===== config.mk =====
export PLATFORM = sky130hd
export DESIGN_NAME = fractcam_writer
export DESIGN_NICKNAME = d
export VERILOG_FILES = /design/src/rtl/fractcam_pkg.sv /design/src/rtl/fractcam_rule_gen.sv /design/src/rtl/fractcam_writer.sv
export SDC_FILE = /design/constraint.sdc
export NUM_CORES = 1
export LEC_CHECK = 0
export CAP_MARGIN = 40
export CORE_ASPECT_RATIO = 0.9
export CORE_MARGIN = 8
export CORE_UTILIZATION = 50
export CTS_CLUSTER_SIZE = 16
export DETAILED_ROUTE_END_ITERATION = 10
export PLACE_DENSITY_LB_ADDON = 0.2
export SLEW_MARGIN = 20
export SYNTH_ARGS = -nofsm -noshare
export SYNTH_HDL_FRONTEND = slang
export SYNTH_SLANG_ARGS = --single-unit

===== constraint.sdc =====
create_clock -name clk -period 4.3 [get_ports clk]
set_clock_uncertainty 0.2 [all_clocks]
set_input_delay 1.075 -clock clk [delete_from_list [all_inputs] [get_ports clk]]
set_output_delay 1.075 -clock clk [all_outputs]
set_load 0.02 [all_outputs]

===== src/rtl/fractcam_pkg.sv =====
// Shared definitions for the FracTCAM update engine and the array's reference model.
package fractcam_pkg;

  localparam int FRAC_LUT_ADDR_W  = 5;
  localparam int FRAC_LUT_ENTRIES = 32;
  localparam int FRAC_GROUP       = 8;

  typedef enum logic [2:0] {
    ST_FLUSH,
    ST_IDLE,
    ST_LOAD,
    ST_SWEEP,
    ST_DONE
  } wr_state_e;

  // LUTRAM content bit for one 5-bit column of one entry at sweep address a.
  function automatic logic frac_rule_bit(
    input logic [FRAC_LUT_ADDR_W-1:0] a,
    input logic [FRAC_LUT_ADDR_W-1:0] value5,
    input logic [FRAC_LUT_ADDR_W-1:0] mask5,
    input logic                       en
  );
    return en & (((a ^ value5) & mask5) == '0);
  endfunction

endpackage


===== src/rtl/fractcam_rule_gen.sv =====
// Combinational rule bits for the 8 entries of one row group at sweep address addr.
module fractcam_rule_gen
  import fractcam_pkg::*;
#(
  parameter  int TCAM_WIDTH = 5,
  localparam int NCOL       = TCAM_WIDTH / FRAC_LUT_ADDR_W
) (
  input  logic [FRAC_LUT_ADDR_W-1:0]       addr,
  input  logic [FRAC_GROUP*TCAM_WIDTH-1:0] grp_value,
  input  logic [FRAC_GROUP*TCAM_WIDTH-1:0] grp_mask,
  input  logic [FRAC_GROUP-1:0]            grp_en,
  output logic [NCOL*FRAC_GROUP-1:0]       rules
);

  for (genvar c = 0; c < NCOL; c++) begin : g_col
    for (genvar e = 0; e < FRAC_GROUP; e++) begin : g_ent
      assign rules[c*FRAC_GROUP+e] = frac_rule_bit(
        addr,
        grp_value[e*TCAM_WIDTH + c*FRAC_LUT_ADDR_W +: FRAC_LUT_ADDR_W],
        grp_mask [e*TCAM_WIDTH + c*FRAC_LUT_ADDR_W +: FRAC_LUT_ADDR_W],
        grp_en[e]);
    end
  end

endmodule


===== src/rtl/fractcam_writer.sv =====
// FracTCAM update engine: shadows every entry, sweeps 32 LUT addresses per group
// rewrite, flushes the array after reset, and muxes the array search key.
module fractcam_writer
  import fractcam_pkg::*;
#(
  parameter  int TCAM_WIDTH = 5,
  parameter  int TCAM_DEPTH = 64,
  localparam int IDX_W      = $clog2(TCAM_DEPTH)
) (
  input  logic                                            clk,
  input  logic                                            rst,
  input  logic                                            s_wr_valid,
  output logic                                            s_wr_ready,
  input  logic [IDX_W-1:0]                                s_wr_index,
  input  logic [TCAM_WIDTH-1:0]                           s_wr_value,
  input  logic [TCAM_WIDTH-1:0]                           s_wr_mask,
  input  logic                                            s_wr_entry_en,
  output logic                                            wr_done,
  output logic                                            wr_err,
  output logic                                            busy,
  input  logic [TCAM_WIDTH-1:0]                           lookup_key,
  output logic [TCAM_WIDTH-1:0]                           tcam_search_key,
  output logic [TCAM_DEPTH/FRAC_GROUP-1:0]                tcam_wr_enable,
  output logic [TCAM_WIDTH*FRAC_GROUP/FRAC_LUT_ADDR_W-1:0] tcam_rules
);

  localparam int NCOL = TCAM_WIDTH / FRAC_LUT_ADDR_W;
  localparam int NG   = TCAM_DEPTH / FRAC_GROUP;
  localparam int GW   = IDX_W - 3;
  localparam logic [IDX_W:0] DEPTH_L = (IDX_W+1)'(TCAM_DEPTH);
  localparam logic [FRAC_LUT_ADDR_W-1:0] LAST_A = FRAC_LUT_ADDR_W'(FRAC_LUT_ENTRIES - 1);

  wr_state_e                  state, state_n;
  logic [FRAC_LUT_ADDR_W-1:0] cnt, cnt_n;
  logic                       arm;
  logic [GW-1:0]              grp;
  logic                       err;
  logic                       hs, in_range;

  logic [TCAM_WIDTH-1:0] sh_value [TCAM_DEPTH];
  logic [TCAM_WIDTH-1:0] sh_mask  [TCAM_DEPTH];
  logic [TCAM_DEPTH-1:0] sh_en;

  logic [FRAC_GROUP*TCAM_WIDTH-1:0] grp_value, grp_mask;
  logic [FRAC_GROUP-1:0]            grp_en;
  logic [NCOL*FRAC_GROUP-1:0]       rules_w;

  assign hs       = s_wr_valid & s_wr_ready;
  assign in_range = {1'b0, s_wr_index} < DEPTH_L;

  // arm holds off the first flush address by one clock so strobes start on the
  // first edge after reset release.
  always_comb begin
    state_n = state;
    cnt_n   = cnt;
    case (state)
      ST_FLUSH: begin
        if (arm)                cnt_n = '0;
        else if (cnt == LAST_A) state_n = ST_IDLE;
        else                    cnt_n = cnt + 1'b1;
      end
      ST_IDLE:  if (hs) state_n = ST_LOAD;
      ST_LOAD: begin
        if (err) state_n = ST_DONE;
        else begin
          state_n = ST_SWEEP;
          cnt_n   = '0;
        end
      end
      ST_SWEEP: begin
        if (cnt == LAST_A) state_n = ST_DONE;
        else               cnt_n = cnt + 1'b1;
      end
      ST_DONE:  state_n = ST_IDLE;
      default:  state_n = ST_FLUSH;
    endcase
  end

  always_comb begin
    logic [IDX_W-1:0] gidx;
    grp_value = '0;
    grp_mask  = '0;
    grp_en    = '0;
    gidx      = '0;
    for (int e = 0; e < FRAC_GROUP; e++) begin
      gidx = {grp, e[2:0]};
      grp_value[e*TCAM_WIDTH +: TCAM_WIDTH] = sh_value[gidx];
      grp_mask [e*TCAM_WIDTH +: TCAM_WIDTH] = sh_mask[gidx];
      grp_en[e] = sh_en[gidx];
    end
  end

  fractcam_rule_gen #(.TCAM_WIDTH(TCAM_WIDTH)) u_rule_gen (
    .addr      (cnt_n),
    .grp_value (grp_value),
    .grp_mask  (grp_mask),
    .grp_en    (grp_en),
    .rules     (rules_w)
  );

  // Value/mask are don't-care while en=0, so only en needs a reset.
  always_ff @(posedge clk) begin
    if (hs && in_range) begin
      sh_value[s_wr_index] <= s_wr_value;
      sh_mask[s_wr_index]  <= s_wr_mask;
    end
  end

  always_ff @(posedge clk or posedge rst) begin
    if (rst) begin
      state           <= ST_FLUSH;
      cnt             <= '0;
      arm             <= 1'b1;
      grp             <= '0;
      err             <= 1'b0;
      sh_en           <= '0;
      s_wr_ready      <= 1'b0;
      wr_done         <= 1'b0;
      wr_err          <= 1'b0;
      busy            <= 1'b1;
      tcam_search_key <= '0;
      tcam_wr_enable  <= '0;
      tcam_rules      <= '0;
    end else begin
      state <= state_n;
      cnt   <= cnt_n;
      arm   <= 1'b0;
      if (hs) begin
        grp <= s_wr_index[IDX_W-1:3];
        err <= ~in_range;
        if (in_range) sh_en[s_wr_index] <= s_wr_entry_en;
      end
      // Outputs decode the state being entered, so they line up with it cycle for cycle.
      s_wr_ready <= (state_n == ST_IDLE);
      busy       <= (state_n == ST_FLUSH) || (state_n == ST_LOAD) || (state_n == ST_SWEEP);
      wr_done    <= (state_n == ST_DONE);
      wr_err     <= (state_n == ST_DONE) & err;
      tcam_wr_enable <= (state_n == ST_FLUSH) ? '1 :
                        (state_n == ST_SWEEP) ? (NG'(1) << grp) : '0;
      tcam_rules <= (state_n == ST_SWEEP) ? rules_w : '0;
      tcam_search_key <= ((state_n == ST_FLUSH) || (state_n == ST_SWEEP)) ?
                         {NCOL{cnt_n}} : lookup_key;
    end
  end

endmodule


==> results_dict.tcl <==
set metrics [dict create \
    hold_class "flop to flop" \
    end_kind "flop" \
    via_per_inst 5.92 \
    leakage_uw 0.0116 \
    setup_tns_ns 0 \
    period_share_pct 76.3 \
    total_power_uw 20500 \
    worst_pin_slew_ns 0.854 \
    drtIter0Drc 1476 \
    route.detailed.drc 0 \
    grt_max_degree 58 \
    synth-edff-count 640 \
    rsz0062_at_grt "no" \
    dieWidth_um 271 \
    fp.dieH_um 246 \
    synth_warnings 0 \
    postSynthAreaPerCell_um2 20.7 \
    io_buffer_count 48 \
    ctsResizeCount 0 \
    vias 14300 \
    cts_buffer_depth 3 \
    grtUsageTotal_pct 19.9 \
    setup_viol 0 \
    hpwl_um 39200 \
    areaGrowthSynthToFinish_pct 15.6 \
    yosysSeqAreaShare_pct 74.1 \
    routed_wl_um 65700 \
    core_um2 58200 \
    wl_per_cell_um 27.1 \
    synthesis.area_um2 29300 \
    start_util_pct 50.3 \
    yosys.area.top_type "edfxtp_1" \
    power_density_nw_per_um2 604 \
    fmax_mhz 305 \
    std_cell_rows 84 \
    max_cap_violations 0 \
    ios 50 \
    path_class "flop to flop" \
    crit_fanout 10 \
    pre_cts_slack_ns 0.412 \
    drv_slew 0 \
    clock_latency_ns 0.61 \
    root_buffer "clkbuf_16" \
    status "completed" \
    cts_setup_buffers 0 \
    synth_area_leaders "edfxtp_1 66%, mux4_2 13%, dfrtp_1 8.4%" \
    mostFrequentLayoutCells "640 x edfxtp_1, 173 x mux4_2, 110 x buf_4, 95 x dfrtp_1, 83 x nor2_1" \
    hold_buffers 0 \
    grt_pass1_wl_um 98600 \
    yosysTopAreaCellShare_pct 65.6 \
    cts_tree "yes" \
    ctsHtreeMaxLevel 3 \
    layout_commonest_cell "edfxtp_1" \
    synth_cells 1416 \
    slew_headroom_pct 42.9 \
    timing.final.ws_setup_ns 1.02 \
    ys_ff_latch 740 \
    cts_sinks 740 \
    antenna_left 0 \
    overflow 0 \
    gp_congestion 0.772 \
    grt_pass1_vias 15100 \
    start_kind "flop" \
    yosys_most_used_dff "edfxtp_1" \
    peakVddDrop_mv 0.386 \
    async_flop_share_pct 13.5 \
    cts_made_buffers 74 \
    die-area_um2 66600 \
    post-route-min-period_ns 3.28 \
    synth_cell_types 65 \
    hold_viol 0 \
    clkTransAtPathRegs_ns 0.06 \
    drt-pass1-iter-count 5 \
    cp.arrival_ns 3.57 \
    antenna_cells 0 \
    crit_required_ns 4.59 \
    antenna_found_initial 7 \
    layout-drive-gt1-share_pct 31.8 \
    fin_nets 1613 \
]
==> cell families after synthesis <==
kind of cell / count (synthesis) / synth area share [%]
and+or+nand+nor: 174 / 2.97
xor gates and xnor gates: 65 / 1.94
adders and majority gates: 1 / 0.0427
DFF: 740 / 74.1
muxes: 281 / 17.3
AOI/OAI and AO/OA: 68 / 1.75
other: 1 / 0.0128
buffers and inverters: 86 / 1.82
==> per-layer routing <==
| layer | global-route usage (%) | vias to the layer above | wire length [um] |
|---|---|---|---|
| met4 | 4.68 | 10 | 1150 |
| met5 | 0 | - | 57 |
| met3 | 4.52 | 89 | 4180 |
| met1 | 28.7 | 7720 | 29700 |
| met2 | 31.0 | 448 | 30600 |
| li1 | - | 6076 | - |
==> path summary, 6_finish.rpt <==
path | from | to | slack [ns] | depth (start not counted)
min in group asynchronous | rst | tcam_rules[1] | 0.67 | 2
worst min register to register | sh_en[35] | sh_en[35] | 0.30 | 1
max in group asynchronous | rst | arm | 2.41 | 3
worst max-delay path | cnt[0] | tcam_rules[0] | 1.02 | 8
worst min-delay path | sh_en[35] | sh_en[35] | 0.30 | 1
worst max register to register | cnt[0] | tcam_rules[0] | 1.02 | 8
==> worst max-delay path, cell delays in order (launching register included) <==
cell and delay [ns]:
dfrtp_1 0.40, ha_1 0.22, and4_4 0.31, nor4_2 0.07
a211oi_4 0.72, buf_4 0.49, xor2_1 0.13, a211o_1 0.36
a21oi_1 0.26
==> flip-flops by register name (all words and copies together), names as in the netlist <==
name	count
arm	1
busy	1
cnt	5
grp	3
s_wr_ready	1
sh_en	64
sh_mask	320
sh_value	320
state	3
tcam_rules	8
tcam_search_key	5
tcam_wr_enable	8
wr_done	1
==> synthesized netlist by cell type, types with 7 or more instances <==
cell type	instances
nor2_1	83
buf_2	26
xnor2_1	31
a21oi_1	10
clkbuf_1	19
o21ai_0	10
nand2_1	29
mux2_2	72
dfrtp_1	98
edfxtp_1	640
inv_1	7
mux2i_1	35
buf_6	12
a22oi_1	8
buf_4	19
nand3_1	14
mux4_2	173
xor2_1	34
==> stage by stage <==
step | utilization [%] | hold WS (ns) | std cells | instance area (um2)
after CTS | 58.1 | 0.304 | 2420 | 33800
final | 58.2 | 0.303 | 2422 | 33900
after global routing | 58.2 | 0.319 | 2422 | 33900
after global placement | 53.6 | 0.284 | 2278 | 31200
after floorplan | - | 0.275 | 1417 | 29300
after detailed placement | 53.8 | 0.290 | 2283 | 31300
==> where the power goes <==
part           internal [uW]  total [uW]  switching, uW
logic                   2670        5540           2870
clock network           3960        6630           2660
registers               7990        8290            298
==> area by class of cell <==
cell class | count | area (um2)
fillers | 4313 | 24300
flip-flops and latches | 740 | 21700
multi-input cells | 591 | 7080
clock buffers | 102 | 2130
repair buffers | 172 | 1550
well taps | 774 | 968
clock inverters | 35 | 388
inverters | 8 | 32.5
Power figures use the tool's default switching activity.
